$ cat config.mk
export PLATFORM = sky130hd
export DESIGN_NAME = video_rot_arbiter
export DESIGN_NICKNAME = d
export VERILOG_FILES = /design/src/rtl/video_rot_arbiter.sv
export SDC_FILE = /design/constraint.sdc
export NUM_CORES = 1
export LEC_CHECK = 0
export CAP_MARGIN = 0
export CORE_ASPECT_RATIO = 1.1
export CORE_UTILIZATION = 40
export CTS_CLUSTER_DIAMETER = 80
export DETAILED_ROUTE_END_ITERATION = 12
export MAX_ROUTING_LAYER = met4
export PLACE_DENSITY = 0.81
export SLEW_MARGIN = 40
export SYNTH_ARGS = -nofsm -noshare
export SYNTH_HDL_FRONTEND = slang
export SYNTH_SLANG_ARGS = --single-unit
$ cat constraint.sdc
create_clock -name clk_sys -period 3.9 [get_ports clk_sys]
set_clock_uncertainty 0.05 [all_clocks]
set_input_delay 0.78 -clock clk_sys [delete_from_list [all_inputs] [get_ports clk_sys]]
set_output_delay 0.78 -clock clk_sys [all_outputs]
set_load 0.05 [all_outputs]
$ cat src/rtl/video_rot_arbiter.sv
// Read-priority arbiter muxing scandoubler write (16-word) and read (8-word) bursts onto one memory port.
// Optional macro VIDEO_ROT_ARB_FAIRNESS_EN: forces a WR grant after two back-to-back RD grants that starved a pending write.
module video_rot_arbiter #(
  parameter int                    ADDR_WIDTH = 22,
  parameter logic [ADDR_WIDTH-1:0] BASE_ADDR  = 22'h100000
) (
  input  logic                  clk_sys,
  input  logic                  reset_n,
  input  logic                  vidin_req,
  input  logic                  vidin_frame,
  input  logic [9:0]            vidin_row,
  input  logic [9:0]            vidin_col,
  input  logic [15:0]           vidin_d,
  output logic                  vidin_ack,
  input  logic                  vidout_req,
  input  logic                  vidout_frame,
  input  logic [9:0]            vidout_row,
  input  logic [9:0]            vidout_col,
  output logic [15:0]           vidout_d,
  output logic                  vidout_ack,
  output logic                  mem_req,
  output logic                  mem_we,
  output logic [ADDR_WIDTH-1:0] mem_addr,
  output logic [15:0]           mem_wdata,
  input  logic [15:0]           mem_rdata,
  input  logic                  mem_ack
);

  typedef enum logic [1:0] {IDLE, WR, RD, GAP} state_e;

  state_e      state_q;
  logic [3:0]  beat_q;
  logic        mem_req_q, mem_we_q, vidout_ack_q;
  logic [15:0] vidout_d_q;
  logic        frame_q;
  logic [9:0]  row_q, col_q;
  logic [9:0]  col_sum;
  logic        ack_ok;
  logic        grant_rd;

  // Acks that arrive with no request outstanding are stray and must not advance a burst.
  assign ack_ok = mem_ack & mem_req_q;

`ifdef VIDEO_ROT_ARB_FAIRNESS_EN
  logic [1:0] rd_cnt_q;

  assign grant_rd = vidout_req & ~(vidin_req & (rd_cnt_q == 2'd2));

  always_ff @(posedge clk_sys or negedge reset_n) begin
    if (!reset_n) begin
      rd_cnt_q <= 2'd0;
    end else if (state_q == IDLE) begin
      if (grant_rd) begin
        if (!vidin_req)              rd_cnt_q <= 2'd0;
        else if (rd_cnt_q != 2'd2)   rd_cnt_q <= rd_cnt_q + 2'd1;
      end else if (vidin_req) begin
        rd_cnt_q <= 2'd0;
      end
    end
  end
`else
  assign grant_rd = vidout_req;
`endif

  always_ff @(posedge clk_sys or negedge reset_n) begin
    if (!reset_n) begin
      state_q      <= IDLE;
      beat_q       <= 4'd0;
      mem_req_q    <= 1'b0;
      mem_we_q     <= 1'b0;
      vidout_ack_q <= 1'b0;
      vidout_d_q   <= 16'd0;
      frame_q      <= 1'b0;
      row_q        <= 10'd0;
      col_q        <= 10'd0;
    end else begin
      vidout_ack_q <= 1'b0;
      case (state_q)
        IDLE: begin
          if (grant_rd) begin
            state_q   <= RD;
            mem_req_q <= 1'b1;
            mem_we_q  <= 1'b0;
            beat_q    <= 4'd0;
            frame_q   <= vidout_frame;
            row_q     <= vidout_row;
            col_q     <= vidout_col;
          end else if (vidin_req) begin
            state_q   <= WR;
            mem_req_q <= 1'b1;
            mem_we_q  <= 1'b1;
            beat_q    <= 4'd0;
            frame_q   <= vidin_frame;
            row_q     <= vidin_row;
            col_q     <= vidin_col;
          end
        end
        WR: begin
          if (ack_ok) begin
            beat_q <= beat_q + 4'd1;
            if (beat_q == 4'd15) begin
              state_q   <= GAP;
              mem_req_q <= 1'b0;
              mem_we_q  <= 1'b0;
            end
          end
        end
        RD: begin
          if (ack_ok) begin
            vidout_d_q   <= mem_rdata;
            vidout_ack_q <= 1'b1;
            beat_q       <= beat_q + 4'd1;
            if (beat_q == 4'd7) begin
              state_q   <= GAP;
              mem_req_q <= 1'b0;
            end
          end
        end
        default: state_q <= IDLE;  // GAP: one dead cycle so a lingering request is not re-granted
      endcase
    end
  end

  assign col_sum    = col_q + {6'd0, beat_q};
  assign mem_req    = mem_req_q;
  assign mem_we     = mem_we_q;
  assign mem_addr   = mem_req_q ? BASE_ADDR + ADDR_WIDTH'({frame_q, row_q, col_sum}) : '0;
  assign mem_wdata  = (state_q == WR) ? vidin_d : 16'd0;
  assign vidin_ack  = (state_q == WR) & ack_ok;
  assign vidout_d   = vidout_d_q;
  assign vidout_ack = vidout_ack_q;

endmodule

-- After elaboration in Yosys (flattened, before gate mapping)
Cells that the tools add are included.
- bitwise gates (word level): 2
- eq/ne operators: 10
- add/subtract/negate cells: 3
- muxes and demuxes: 30
- reduce and logical (&&, ||, !) cells: 12
- operator list (operator ; number):
    $mux 10 ; 4
    $add 21x21->22 const A ; 1
    $mux 22 ; 1
    $mux 16 ; 1
    $mux 2 ; 6
    $mux 4 ; 3
    $mux 1 ; 11
    $add 10x4->10 ; 1
    $ne 2x2->1 const B ; 4
    $pmux 4 s2 ; 1
    $pmux 2 s3 ; 1
    $reduce_and 6->1 ; 1
    $reduce_bool 2->1 ; 3
    $reduce_and 5->1 ; 1
    $add 4x1->4 const B ; 1
    $eq 4x3->1 const B ; 1
    $eq 4x4->1 const B ; 1
    $reduce_and 2->1 ; 2
    $reduce_and 4->1 ; 1
    $ne 3x3->1 const B ; 1
    $pmux 1 s3 ; 1
    $reduce_and 3->1 ; 1
    $reduce_bool 3->1 ; 1
    $and 1x1->1 ; 2
    6 further kinds ; 6
- register bits: 46
- output and inout bits: 58
- logic and storage cells: 66
- input port bits: 79

-- Longest topological paths before layout
- depth in word-level cells: 4
- gate-level depth with buffers: 7

-- Worst setup path after synthesis
Ideal clock, no wire load.
- path type: reg-to-output
- start point: register beat_q[0]
- end point: output port mem_addr[6]
- stages on the path, launching flop included: 7
- path slack: 0.376 ns
- buffers on the path: 0
- arrival: 2.694 ns
- data required time: 3.070 ns
- cell sequence: dfrtp_1 -> ha_1 -> fa_1 -> a21o_1 -> a21oi_1 -> o21ai_0 -> a21boi_0
- word-level cells in the longest chain between the ends: 3
- RTL lines (what ; RTL line ; RTL):
    from (decl) ; 32 ; logic [3:0] beat_q;
    from (signal assigned) ; 100 ; beat_q <= beat_q + 4'd1;
    from (signal assigned) ; 112 ; beat_q <= beat_q + 4'd1;
    $add 10x4->10 ; 124 ; assign col_sum = col_q + {6'd0, beat_q};
    $add 21x21->22 ; 127 ; assign mem_addr = mem_req_q ? BASE_ADDR + ADDR_WIDTH'({frame_q, row_q, col_sum}) : '0;
    $mux 22 ; 127 ;
    to (decl) ; 23 ; output logic [ADDR_WIDTH-1:0] mem_addr,
Every way passes these cells.

-- Worst setup path in the final report
- start point: register beat_q[3]
- end point: output port mem_addr[7]
The elaborated chain is that of the path after synthesis.

==> results.toml <==
[clock_tree]
htreeDepth = 2
cts.clk_slew.worst_paths_ns = 0.09
cts_tree = "built"
cts_max_path_buffers = 2
clkLatencyLatePin_ns = 0.30
clock-sinks = 46
cts_root_buf = "clkbuf_8"
ctsHoldBuffers = 0
cts_inserted_buffers = 5

[sta]
tightestPinTransition_ns = 0.577
tns_ns = 0
hold_viol = 0
fin_crit_ns = 3.51
setup_viol_count_final = 0
fmax_mhz = 285
fin_crit_sh = 0.899
rsz0062_at_grt = "no"
slew_violations = 0
max_slew_margin = 0.616

[cells_and_area]
nets = 481
layout_common_cells = "clkdlybuf4s50_1, dfrtp_1, and2_1"
drive_above_1_share = 0.0891
stdcell_count = 473
layout_commonest_cell = "clkdlybuf4s50_1"
seq_area_um2 = 1150
syn2layout_area_growth_pct = 59.4
fillCellCount = 529
antenna_cells = 0
multi_input_area_um2 = 1390
fin_util = 0.669

[worst_setup_path]
worst_setup_path_start_kind = "register"
r2r_slack_ns = 1.87
cp-end-kind = "primary output"
reg2reg_to = "state_q[0]$_DFFE_PN0P_"
path_class = "register to primary output"
arrival_ns = 2.68
required_ns = 3.07
rr_worst_depth = 5
r2r-start = "state_q[1]$_DFFE_PN0P_"
cp_max_fo = 6

[synthesis]
synth_cell_types = 36
synth_area_per_cell_um2 = 10.1
synthCells = 261
synth.cell_area_um2 = 2630
yosys_warnings = 0
ys_seq_elements = 46
ys_seq_area_frac = 0.438
syn_nets = 350

[global_routing]
grt_pass1_vias = 2350
grt_overflow = 0
track_usage = 0.202
grt_max_degree = 47
grt_pass1_wl_um = 10500
antenna_found_initial = 0

[floorplan]
num_rows = 30
fp.dieH_um = 87.0
fp.dieW_um = 79.3
coreArea_um2 = 6270
die-area_um2 = 6900
start_util = 0.420
ioPinCount = 137

[run]
drv_cap = 0

[drt]
wl_per_cell_um = 13.9
drcViolationCount = 0
postRouteWirelength_um = 6600
firstDrtPassIters = 4
detail-route-antenna-nets = 0
dr.first_iter.drc_count = 105
via_count = 2315
drt-vias-per-instance = 4.89

[status]
run_status = "completed"

[pwr]
leakage_nw = 1.88
power.density_nw_per_um2 = 906
ir_drop_mv = 0.548
p_total_mw = 3.80

[placement]
dp_hpwl_um = 5200
place_congestion = 0.807
post-place-cells = 465
port_buffers = 136

[hold_path]
worstHoldPathType = "input pin to async pin"
[flip-flops by register name, indices dropped and copies added (netlist names)]
signal,count
beat_q,4
col_q,10
frame_q,1
mem_req,1
mem_we,1
row_q,10
state_q,2
vidout_ack,1
vidout_d,16
[routing by layer]
| metal | share of wire | up-vias | track usage |
|---|---|---|---|
| met4 | 0.0099 | 0 | 0.0496 |
| li1 | - | 1151 | - |
| met2 | 0.52 | 82 | 0.365 |
| met1 | 0.40 | 1074 | 0.223 |
| met5 | 0 | - | - |
| met3 | 0.065 | 8 | 0.0482 |
[per-stage QoR]
stage	hold slack [ns]	cell area [um^2]	setup slack, ns
finish	0.423	4190	0.393
global route	0.461	4190	0.156
floorplan	0.392	2630	0.376
global placement	0.403	4040	0.406
detailed placement	0.417	4040	0.364
CTS	0.436	4180	0.0182
[timing repair]
action,in CTS,in global routing
setup endpoints to repair,0,4
buffers inserted,0,0
gates resized for setup,0,4
[area by class of cell]
type | instances | area share
Inverter | 8 | 0.00716
Multi-Input combinational cell | 193 | 0.331
Timing Repair Buffer | 138 | 0.330
Sequential cell | 46 | 0.275
Clock buffer | 5 | 0.0164
Clock inverter | 3 | 0.0164
Tap cell | 80 | 0.0239
[where the power goes]
part           internal, mW  leakage [nW]  total, mW  switching (mW)
Sequential            0.706         0.564      0.888           0.182
Clock                 0.257        0.0683      0.425           0.168
Combinational         0.922          1.25       2.48            1.56
Total                  1.88          1.88       3.80            1.91
[synthesized netlist by cell type (all sizes together)]
cell | number | area share
clkbuf | 6 | 0.0086
nand2 | 28 | 0.040
nor3b | 1 | 0.0048
a31o | 1 | 0.0033
nor2 | 11 | 0.016
mux2i | 25 | 0.095
nand4 | 3 | 0.0071
o21ai | 30 | 0.057
a21o | 2 | 0.0057
o21bai | 1 | 0.0029
nand2b | 4 | 0.0095
o21a | 1 | 0.0033
a21boi | 2 | 0.0057
nor2b | 2 | 0.0048
inv | 8 | 0.011
a21oi | 5 | 0.011
xor2 | 1 | 0.0033
and2 | 31 | 0.074
mux2 | 18 | 0.077
fa | 1 | 0.0076
ha | 9 | 0.043
dfrtp | 46 | 0.44
a211oi | 3 | 0.0086
or3 | 2 | 0.0048
xnor2 | 3 | 0.010
or3b | 1 | 0.0033
nand3 | 3 | 0.0076
a2111oi | 1 | 0.010
buf | 8 | 0.016
a32o | 1 | 0.0038
a31oi | 3 | 0.0071
[worst max-delay path: stages (launching register included)]
cell	delay [ns]
dfrtp_1	0.49
ha_1	0.37
o21ai_0	0.12
o21bai_1	0.24
nand4_1	0.15
mux2i_1	0.16
clkdlybuf4s50_1	0.83
[logic make-up (layout without fill, tap and decap cells)]
family	after synthesis	count (layout)	synth area share
AND/OR/NAND/NOR	86	86	0.171
flip-flops	46	46	0.438
adder cells (fa/ha/maj)	10	10	0.0504
buffers and inverters	22	154	0.0362
AO/OA/AOI/OAI	50	50	0.119
multiplexers	43	43	0.172
XOR/XNOR	4	4	0.0133
[how the worst max path moves through the flow]
| stage | cells past startpoint | endpoint | slack [ns] | start |
|---|---|---|---|---|
| after floorplan | 6 | mem_addr[6] | 0.38 | beat_q[0]$_DFFE_PN0P_ |
| after global placement | 7 | mem_addr[8] | 0.41 | beat_q[0]$_DFFE_PN0P_ |
| after detailed placement | 7 | mem_addr[6] | 0.36 | beat_q[0]$_DFFE_PN0P_ |
| after CTS | 7 | mem_addr[8] | 0.02 | beat_q[0]$_DFFE_PN0P_ |
| after global routing | 6 | mem_addr[7] | 0.16 | beat_q[3]$_DFFE_PN0P_ |
| final | 6 | mem_addr[7] | 0.39 | beat_q[3]$_DFFE_PN0P_ |
No activity file was read; power rests on OpenSTA's default activity.
